### src/rtl/spi_ram_pkg.sv
// spi_ram_pkg: opcodes, FSM state encoding and frame-length constants shared by the SPI RAM master.
package spi_ram_pkg;

    localparam logic [1:0] OP_WR_ADDR = 2'b00;
    localparam logic [1:0] OP_WR_DATA = 2'b01;
    localparam logic [1:0] OP_RD_ADDR = 2'b10;
    localparam logic [1:0] OP_RD_DATA = 2'b11;

    localparam int CMD_BITS = 10;
    localparam int RD_BITS  = 8;

    typedef enum logic [2:0] {
        IDLE  = 3'd0,
        SETUP = 3'd1,
        SHIFT = 3'd2,
        TURN  = 3'd3,
        READ  = 3'd4,
        GAP   = 3'd5
    } state_t;

endpackage

### src/rtl/spi_sclk_gen.sv
// spi_sclk_gen: divides clk by 2*CLK_DIV into a mode-0 sclk, with one-cycle strobes marking the
// clk edge on which sclk rises or falls. Held low and phase-reset whenever en is low.
module spi_sclk_gen #(
    parameter int CLK_DIV = 2
) (
    input  logic clk,
    input  logic rst_n,
    input  logic en,
    output logic sclk,
    output logic rise_stb,
    output logic fall_stb
);

    localparam int DW = $clog2(CLK_DIV + 1);

    logic [DW-1:0] div_r;
    logic          sclk_r;
    logic          edge_s;

    // Half-period terminal count; strobes are valid for the edge that toggles sclk.
    always_comb begin
        edge_s   = en && (div_r == DW'(CLK_DIV - 1));
        rise_stb = edge_s && !sclk_r;
        fall_stb = edge_s && sclk_r;
    end

    // Divider counter and sclk register.
    always_ff @(posedge clk or negedge rst_n) begin
        if (!rst_n) begin
            div_r  <= {DW{1'b0}};
            sclk_r <= 1'b0;
        end else if (!en) begin
            div_r  <= {DW{1'b0}};
            sclk_r <= 1'b0;
        end else if (edge_s) begin
            div_r  <= {DW{1'b0}};
            sclk_r <= ~sclk_r;
        end else begin
            div_r  <= div_r + DW'(1);
        end
    end

    assign sclk = sclk_r;

endmodule

### src/rtl/spi_ram_master.sv
// spi_ram_master: SPI mode-0 master issuing ADDR_SIZE+2 bit RAM command frames and returning read bytes.
// Define SPI_RAM_MASTER_STATUS_EN to add the frame_cnt completed-frame counter output.
module spi_ram_master
    import spi_ram_pkg::*;
#(
    parameter int CLK_DIV   = 2,
    parameter int ADDR_SIZE = 8
) (
    input  logic                   clk,
    input  logic                   rst_n,
    input  logic                   cmd_valid,
    output logic                   cmd_ready,
    input  logic [ADDR_SIZE+1:0]   cmd_data,
    output logic                   rsp_valid,
    output logic [ADDR_SIZE-1:0]   rsp_data,
    output logic                   busy,
    output logic                   sclk,
    output logic                   ss_n,
    output logic                   mosi,
    input  logic                   miso
`ifdef SPI_RAM_MASTER_STATUS_EN
    ,
    output logic [15:0]            frame_cnt
`endif
);

    localparam int FW = ADDR_SIZE + 2;
    localparam int BW = $clog2(FW + 1);
    localparam int WW = $clog2(2 * CLK_DIV + 1);

    state_t                 state_r;
    state_t                 next_s;
    logic [FW-1:0]          tx_r;
    logic [1:0]             op_r;
    logic [ADDR_SIZE-1:0]   rx_r;
    logic [ADDR_SIZE-1:0]   rsp_data_r;
    logic [BW-1:0]          bit_r;
    logic [WW-1:0]          wait_r;
    logic                   ss_n_r;
    logic                   mosi_r;
    logic                   rsp_valid_r;
    logic                   ss_n_nx_s;
    logic                   rsp_valid_nx_s;
    logic                   gen_en_s;
    logic                   rise_s;
    logic                   fall_s;
    logic                   accept_s;

    spi_sclk_gen #(.CLK_DIV(CLK_DIV)) u_sclk_gen (
        .clk      (clk),
        .rst_n    (rst_n),
        .en       (gen_en_s),
        .sclk     (sclk),
        .rise_stb (rise_s),
        .fall_stb (fall_s)
    );

    assign accept_s  = cmd_valid && (state_r == IDLE);
    assign cmd_ready = (state_r == IDLE);
    assign busy      = (state_r != IDLE);

    // State register.
    always_ff @(posedge clk or negedge rst_n) begin
        if (!rst_n) begin
            state_r <= IDLE;
        end else begin
            state_r <= next_s;
        end
    end

    // Next-state logic; GAP is one cycle short so that, counting the IDLE accept cycle, ss_n stays high 2*CLK_DIV cycles.
    always_comb begin
        next_s = state_r;
        case (state_r)
            IDLE:  if (accept_s) next_s = SETUP; else next_s = IDLE;
            SETUP: if (wait_r == WW'(CLK_DIV - 1)) next_s = SHIFT; else next_s = SETUP;
            SHIFT: begin
                if (fall_s && (bit_r == BW'(FW - 1))) begin
                    if (op_r == OP_RD_DATA) next_s = TURN; else next_s = GAP;
                end else begin
                    next_s = SHIFT;
                end
            end
            TURN:  if (fall_s) next_s = READ; else next_s = TURN;
            READ:  if (fall_s && (bit_r == BW'(ADDR_SIZE - 1))) next_s = GAP; else next_s = READ;
            GAP:   if (wait_r == WW'(2 * CLK_DIV - 2)) next_s = IDLE; else next_s = GAP;
            default: next_s = IDLE;
        endcase
    end

    // Output decode, evaluated one cycle ahead so the registered outputs line up with the state.
    always_comb begin
        ss_n_nx_s      = 1'b1;
        rsp_valid_nx_s = 1'b0;
        gen_en_s       = 1'b0;
        case (next_s)
            IDLE:    ss_n_nx_s = 1'b1;
            GAP:     ss_n_nx_s = 1'b1;
            default: ss_n_nx_s = 1'b0;
        endcase
        case (state_r)
            SHIFT, TURN, READ: gen_en_s = 1'b1;
            default:           gen_en_s = 1'b0;
        endcase
        if ((state_r == READ) && (next_s == GAP)) begin
            rsp_valid_nx_s = 1'b1;
        end else begin
            rsp_valid_nx_s = 1'b0;
        end
    end

    // Shift registers, bit/wait counters and registered SPI outputs.
    always_ff @(posedge clk or negedge rst_n) begin
        if (!rst_n) begin
            tx_r        <= {FW{1'b0}};
            op_r        <= 2'b00;
            rx_r        <= {ADDR_SIZE{1'b0}};
            rsp_data_r  <= {ADDR_SIZE{1'b0}};
            bit_r       <= {BW{1'b0}};
            wait_r      <= {WW{1'b0}};
            ss_n_r      <= 1'b1;
            mosi_r      <= 1'b0;
            rsp_valid_r <= 1'b0;
        end else begin
            ss_n_r      <= ss_n_nx_s;
            rsp_valid_r <= rsp_valid_nx_s;
            if ((next_s != state_r) || (state_r == IDLE)) begin
                wait_r <= {WW{1'b0}};
            end else begin
                wait_r <= wait_r + WW'(1);
            end
            if (accept_s) begin
                mosi_r <= cmd_data[FW-1];
                tx_r   <= {cmd_data[FW-2:0], 1'b0};
                op_r   <= cmd_data[FW-1 -: 2];
                bit_r  <= {BW{1'b0}};
            end else if (fall_s) begin
                bit_r <= (next_s != state_r) ? {BW{1'b0}} : bit_r + BW'(1);
                if ((state_r == SHIFT) && (next_s == SHIFT)) begin
                    mosi_r <= tx_r[FW-1];
                    tx_r   <= {tx_r[FW-2:0], 1'b0};
                end else begin
                    mosi_r <= 1'b0;
                end
            end else if (rise_s && (state_r == READ)) begin
                rx_r <= {rx_r[ADDR_SIZE-2:0], miso};
            end else begin
                rx_r <= rx_r;
            end
            if (rsp_valid_nx_s) begin
                rsp_data_r <= rx_r;
            end else begin
                rsp_data_r <= rsp_data_r;
            end
        end
    end

    assign ss_n      = ss_n_r;
    assign mosi      = mosi_r;
    assign rsp_valid = rsp_valid_r;
    assign rsp_data  = rsp_data_r;

`ifdef SPI_RAM_MASTER_STATUS_EN
    logic [15:0] frame_cnt_r;

    // Completed-frame counter, bumped on entry to GAP; aborted frames never reach GAP.
    always_ff @(posedge clk or negedge rst_n) begin
        if (!rst_n) begin
            frame_cnt_r <= 16'd0;
        end else if ((next_s == GAP) && (state_r != GAP)) begin
            frame_cnt_r <= frame_cnt_r + 16'd1;
        end else begin
            frame_cnt_r <= frame_cnt_r;
        end
    end

    assign frame_cnt = frame_cnt_r;
`endif

endmodule

### config.mk
export PLATFORM = sky130hd
export DESIGN_NAME = spi_ram_master
export DESIGN_NICKNAME = d
export VERILOG_FILES = /design/src/rtl/spi_ram_pkg.sv /design/src/rtl/spi_sclk_gen.sv /design/src/rtl/spi_ram_master.sv
export SDC_FILE = /design/constraint.sdc
export NUM_CORES = 1
export LEC_CHECK = 0
export BUFFER_PORTS_ARGS = -buffer_cell sky130_fd_sc_hd__buf_2
export CAP_MARGIN = 20
export CELL_PAD_IN_SITES_DETAIL_PLACEMENT = 0
export CELL_PAD_IN_SITES_GLOBAL_PLACEMENT = 1
export CORE_ASPECT_RATIO = 0.8
export CORE_MARGIN = 2
export CORE_UTILIZATION = 45
export DETAILED_ROUTE_END_ITERATION = 10
export PLACE_DENSITY_LB_ADDON = 0.12
export REMOVE_ABC_BUFFERS = 1
export SLEW_MARGIN = 20
export SYNTH_ARGS = -nofsm -noshare
export SYNTH_HDL_FRONTEND = slang
export SYNTH_HIERARCHICAL = 1
export SYNTH_SLANG_ARGS = --single-unit
### constraint.sdc
create_clock -name clk -period 2.77 [get_ports clk]
set_clock_uncertainty 0.1 [all_clocks]
set_input_delay 0.4155 -clock clk [delete_from_list [all_inputs] [get_ports clk]]
set_output_delay 0.4155 -clock clk [all_outputs]
set_load 0.005 [all_outputs]
==> key figures <==
Clock tree
  • CTS buffer count: 5
  • CTS tree: built
  • # clock sinks: between 40 and 50
  • Post-CTS Setup Bufs: 0
  • Clk root buf: clkbuf_8
  • Post-CTS sizing: 0
  • Clk slew on worst S/H paths: approximately 80 ps
  • Clock buffer depth: 2
  • Clock latency at the later pin of the worst-skew pair: around 300 ps
  • H-tree Lvls: 2
  • Hold_buf cts: 0

Critical path
  • CP Data Arrival Time: between 2000 and 2500 ps
  • Crit. End Element: flip-flop
  • Reg2reg setup slack: around 450 ps
  • R2R depth: 8
  • CP max FO: 9
  • Crit path kind: reg2reg
  • FF-to-FF End: ss_n
  • Setup crit end: ss_n
  • Critical Path RT: around 2900 ps
  • Critical Path Start Type: flip-flop
  • Worst Setup SP: state_r[1]
  • Reg2reg start: state_r[1]

Route
  • DRC violations left: 0
  • Avg WL per Cell: about 14 µm
  • Total Wirelength: 3810 µm
  • Via count: between 1000 and 1500
  • Pre-antenna DRT Iters: 4
  • Initial drt markers: 102
  • Post-DRT Antenna Nets: 0
  • Vias per cell: around 5.3

Timing
  • Slew Viols, Final: 0
  • Setup TNS: 0 ps
  • Final WS setup: 449 ps
  • Setup violators final: 0
  • Period utilisation layout: 0.838
  • Max frequency: between 400 and 500 MHz
  • Slew margin rel.: 0.379
  • Slew @ Worst Pin: roughly 930 ps
  • Unrepaired setup endpoints after global routing: false
  • Tmin final: 2320 ps
  • Endpoints failing hold: 0

Yosys
  • Avg Inst Size Synth: 11.6 µm²
  • Synthesized instance count: 178
  • Post-synth EDFFs: 0
  • Number of synthesis warnings: 6
  • Yosys reg bits: 43
  • Post-synth top area share: 0.510
  • Syn Std Cell Area: just over 0.002 mm²
  • Register area share after synthesis: 0.523
  • Synth Flop Type: dfrtp_1
  • Synth cell types: 44
  • Largest cells by area after synthesis: dfrtp_1 (51%), mux2_2 (9.8%), mux2i_1 (3.9%)
  • Yosys top cell by area: dfrtp_1
  • Async S/R FF share, synth: 1.00

Finish
  • Nets: between 200 and 250
  • Filler cells: between 300 and 400
  • Post-route standard cell area excluding fillers: between 0.002 and 0.0025 mm²
  • Fraction of layout cells with a size suffix above 1: 0.318
  • Core Util, Final: 0.551
  • Commonest non-fill, non-tap cell in the layout: dfrtp_1
  • Area growth syn-to-layout: 14.5%
  • Non-filler cells in the finished layout: about 270
  • # diodes: 0
  • Commonest cells after routing, fill and taps aside: dfrtp_1 (42), buf_2 (27), nand2_1 (21), mux2_2 (18), o21ai_0 (10)

Placed design
  • DP Area: 0.00227 mm²
  • Pre-CTS WS: between 400 and 500 ps
  • HPWL Detailed: ~2700 µm
  • Post-placement cell count: 261
  • Port Buf Inserts: 27
  • Final Wtd Congestion: between 0.7 and 0.8

GRT
  • Grt total ovfl: 0
  • Vias in the first global route: 1422
  • Initial antenna violation count: 0
  • Pin count of the biggest net entering global routing: 44
  • Global-route wire length before repair: 6770 µm
  • Global Route Usage Sum: 0.175

Outcome
  • Outcome: completed

Floorplan
  • Core ar.: around 0.0043 mm²
  • Die area: just over 0.005 mm²
  • Row cnt: 21
  • Initial Util: 0.481
  • Die Y: 64.5 µm
  • I/O pin count: 28
  • Die W: approximately 80 µm

Pwr
  • PD cells: about 890 mW/mm²
  • Leakage power: between 1 and 1.5 nW
  • IR drop worst, VDD: 400 µV

Job
  • Max Cap Viol: 0

Min path
  • Hold crit path type: in2async
worst min path at each step:
stage	end	start
floorplan	bit_r[0]	rst_n
global placement	u_sclk_gen/div_r[0]	u_sclk_gen/div_r[0]
detailed placement	u_sclk_gen/div_r[0]	u_sclk_gen/div_r[0]
CTS	wait_r[1]	rst_n
global route	tx_r[3]	cmd_data[2]
finish	wait_r[0]	rst_n
per-layer routing:
| metal | routed length (µm) | vias up | GRT usage |
|---|---|---|---|
| li1 | - | 696 | - |
| met1 | 1850 | 692 | 0.238 |
| met2 | 1690 | 28 | 0.258 |
| met3 | 170 | 7 | 0.0376 |
| met4 | 95 | 0 | 0.103 |
| met5 | 0 | - | 0 |
final cells by class:
cell class              count  area, µm²  area share
multi-input cells         122        920       0.390
inverters                   6       22.5     0.00955
clock buffers               6       82.6      0.0350
repair buffers             33        180      0.0764
well taps                  57       71.3      0.0302
clock inverters             1       5.00     0.00212
flip-flops and latches     43       1080       0.457
cells in the mapped netlist (3+ instances only):
cell type and number:
nand2_1 21, nor2_1 7, o22ai_1 3, mux2i_1 8, nor3_1 5, inv_1 6, ha_1 5, o21ai_0 10
dfrtp_1 42, nand3b_1 3, buf_2 5, nand3_1 3, a21oi_1 5, mux2_2 18
state kept, by name, indices dropped and copies added (netlist names):
register	flops
ss_n	1
rx_r	8
tx_r	9
rsp_data	8
wait_r	3
u_sclk_gen/div_r	2
op_r	2
u_sclk_gen/sclk	1
mosi	1
state_r	3
rsp_valid	1
bit_r	4
per-stage QoR:
| step | hold slack, ps | power [mW] |
|---|---|---|
| global placement | 347 | 1.68 |
| CTS | 197 | 2.13 |
| floorplan | 19.9 | 1.48 |
| finish | 156 | 2.11 |
| global route | 215 | 2.28 |
| detailed placement | 364 | 1.72 |
logic make-up after synthesis:
group,synth area share
compound gates,0.0814
xor+xnor,0.0128
simple gates,0.185
mux,0.137
flops,0.523
buf+inv,0.0304
fa+ha+maj,0.0304
where the power goes:
group | switching, mW | internal [mW] | total [mW]
clock network | 0.206 | 0.196 | 0.402
registers | 0.119 | 0.793 | 0.913
logic | 0.439 | 0.354 | 0.792
worst max-delay path, cell delays in order, from the launching register on:
cell and delay [ps]:
dfrtp_1 400, nor2_1 120, mux2_2 200, and3_1 420, nand4bb_1 190, o22ai_1 240, nor3_1 70, o21ai_1 150
mux2_2 360
(Power assumes the default switching activity.)
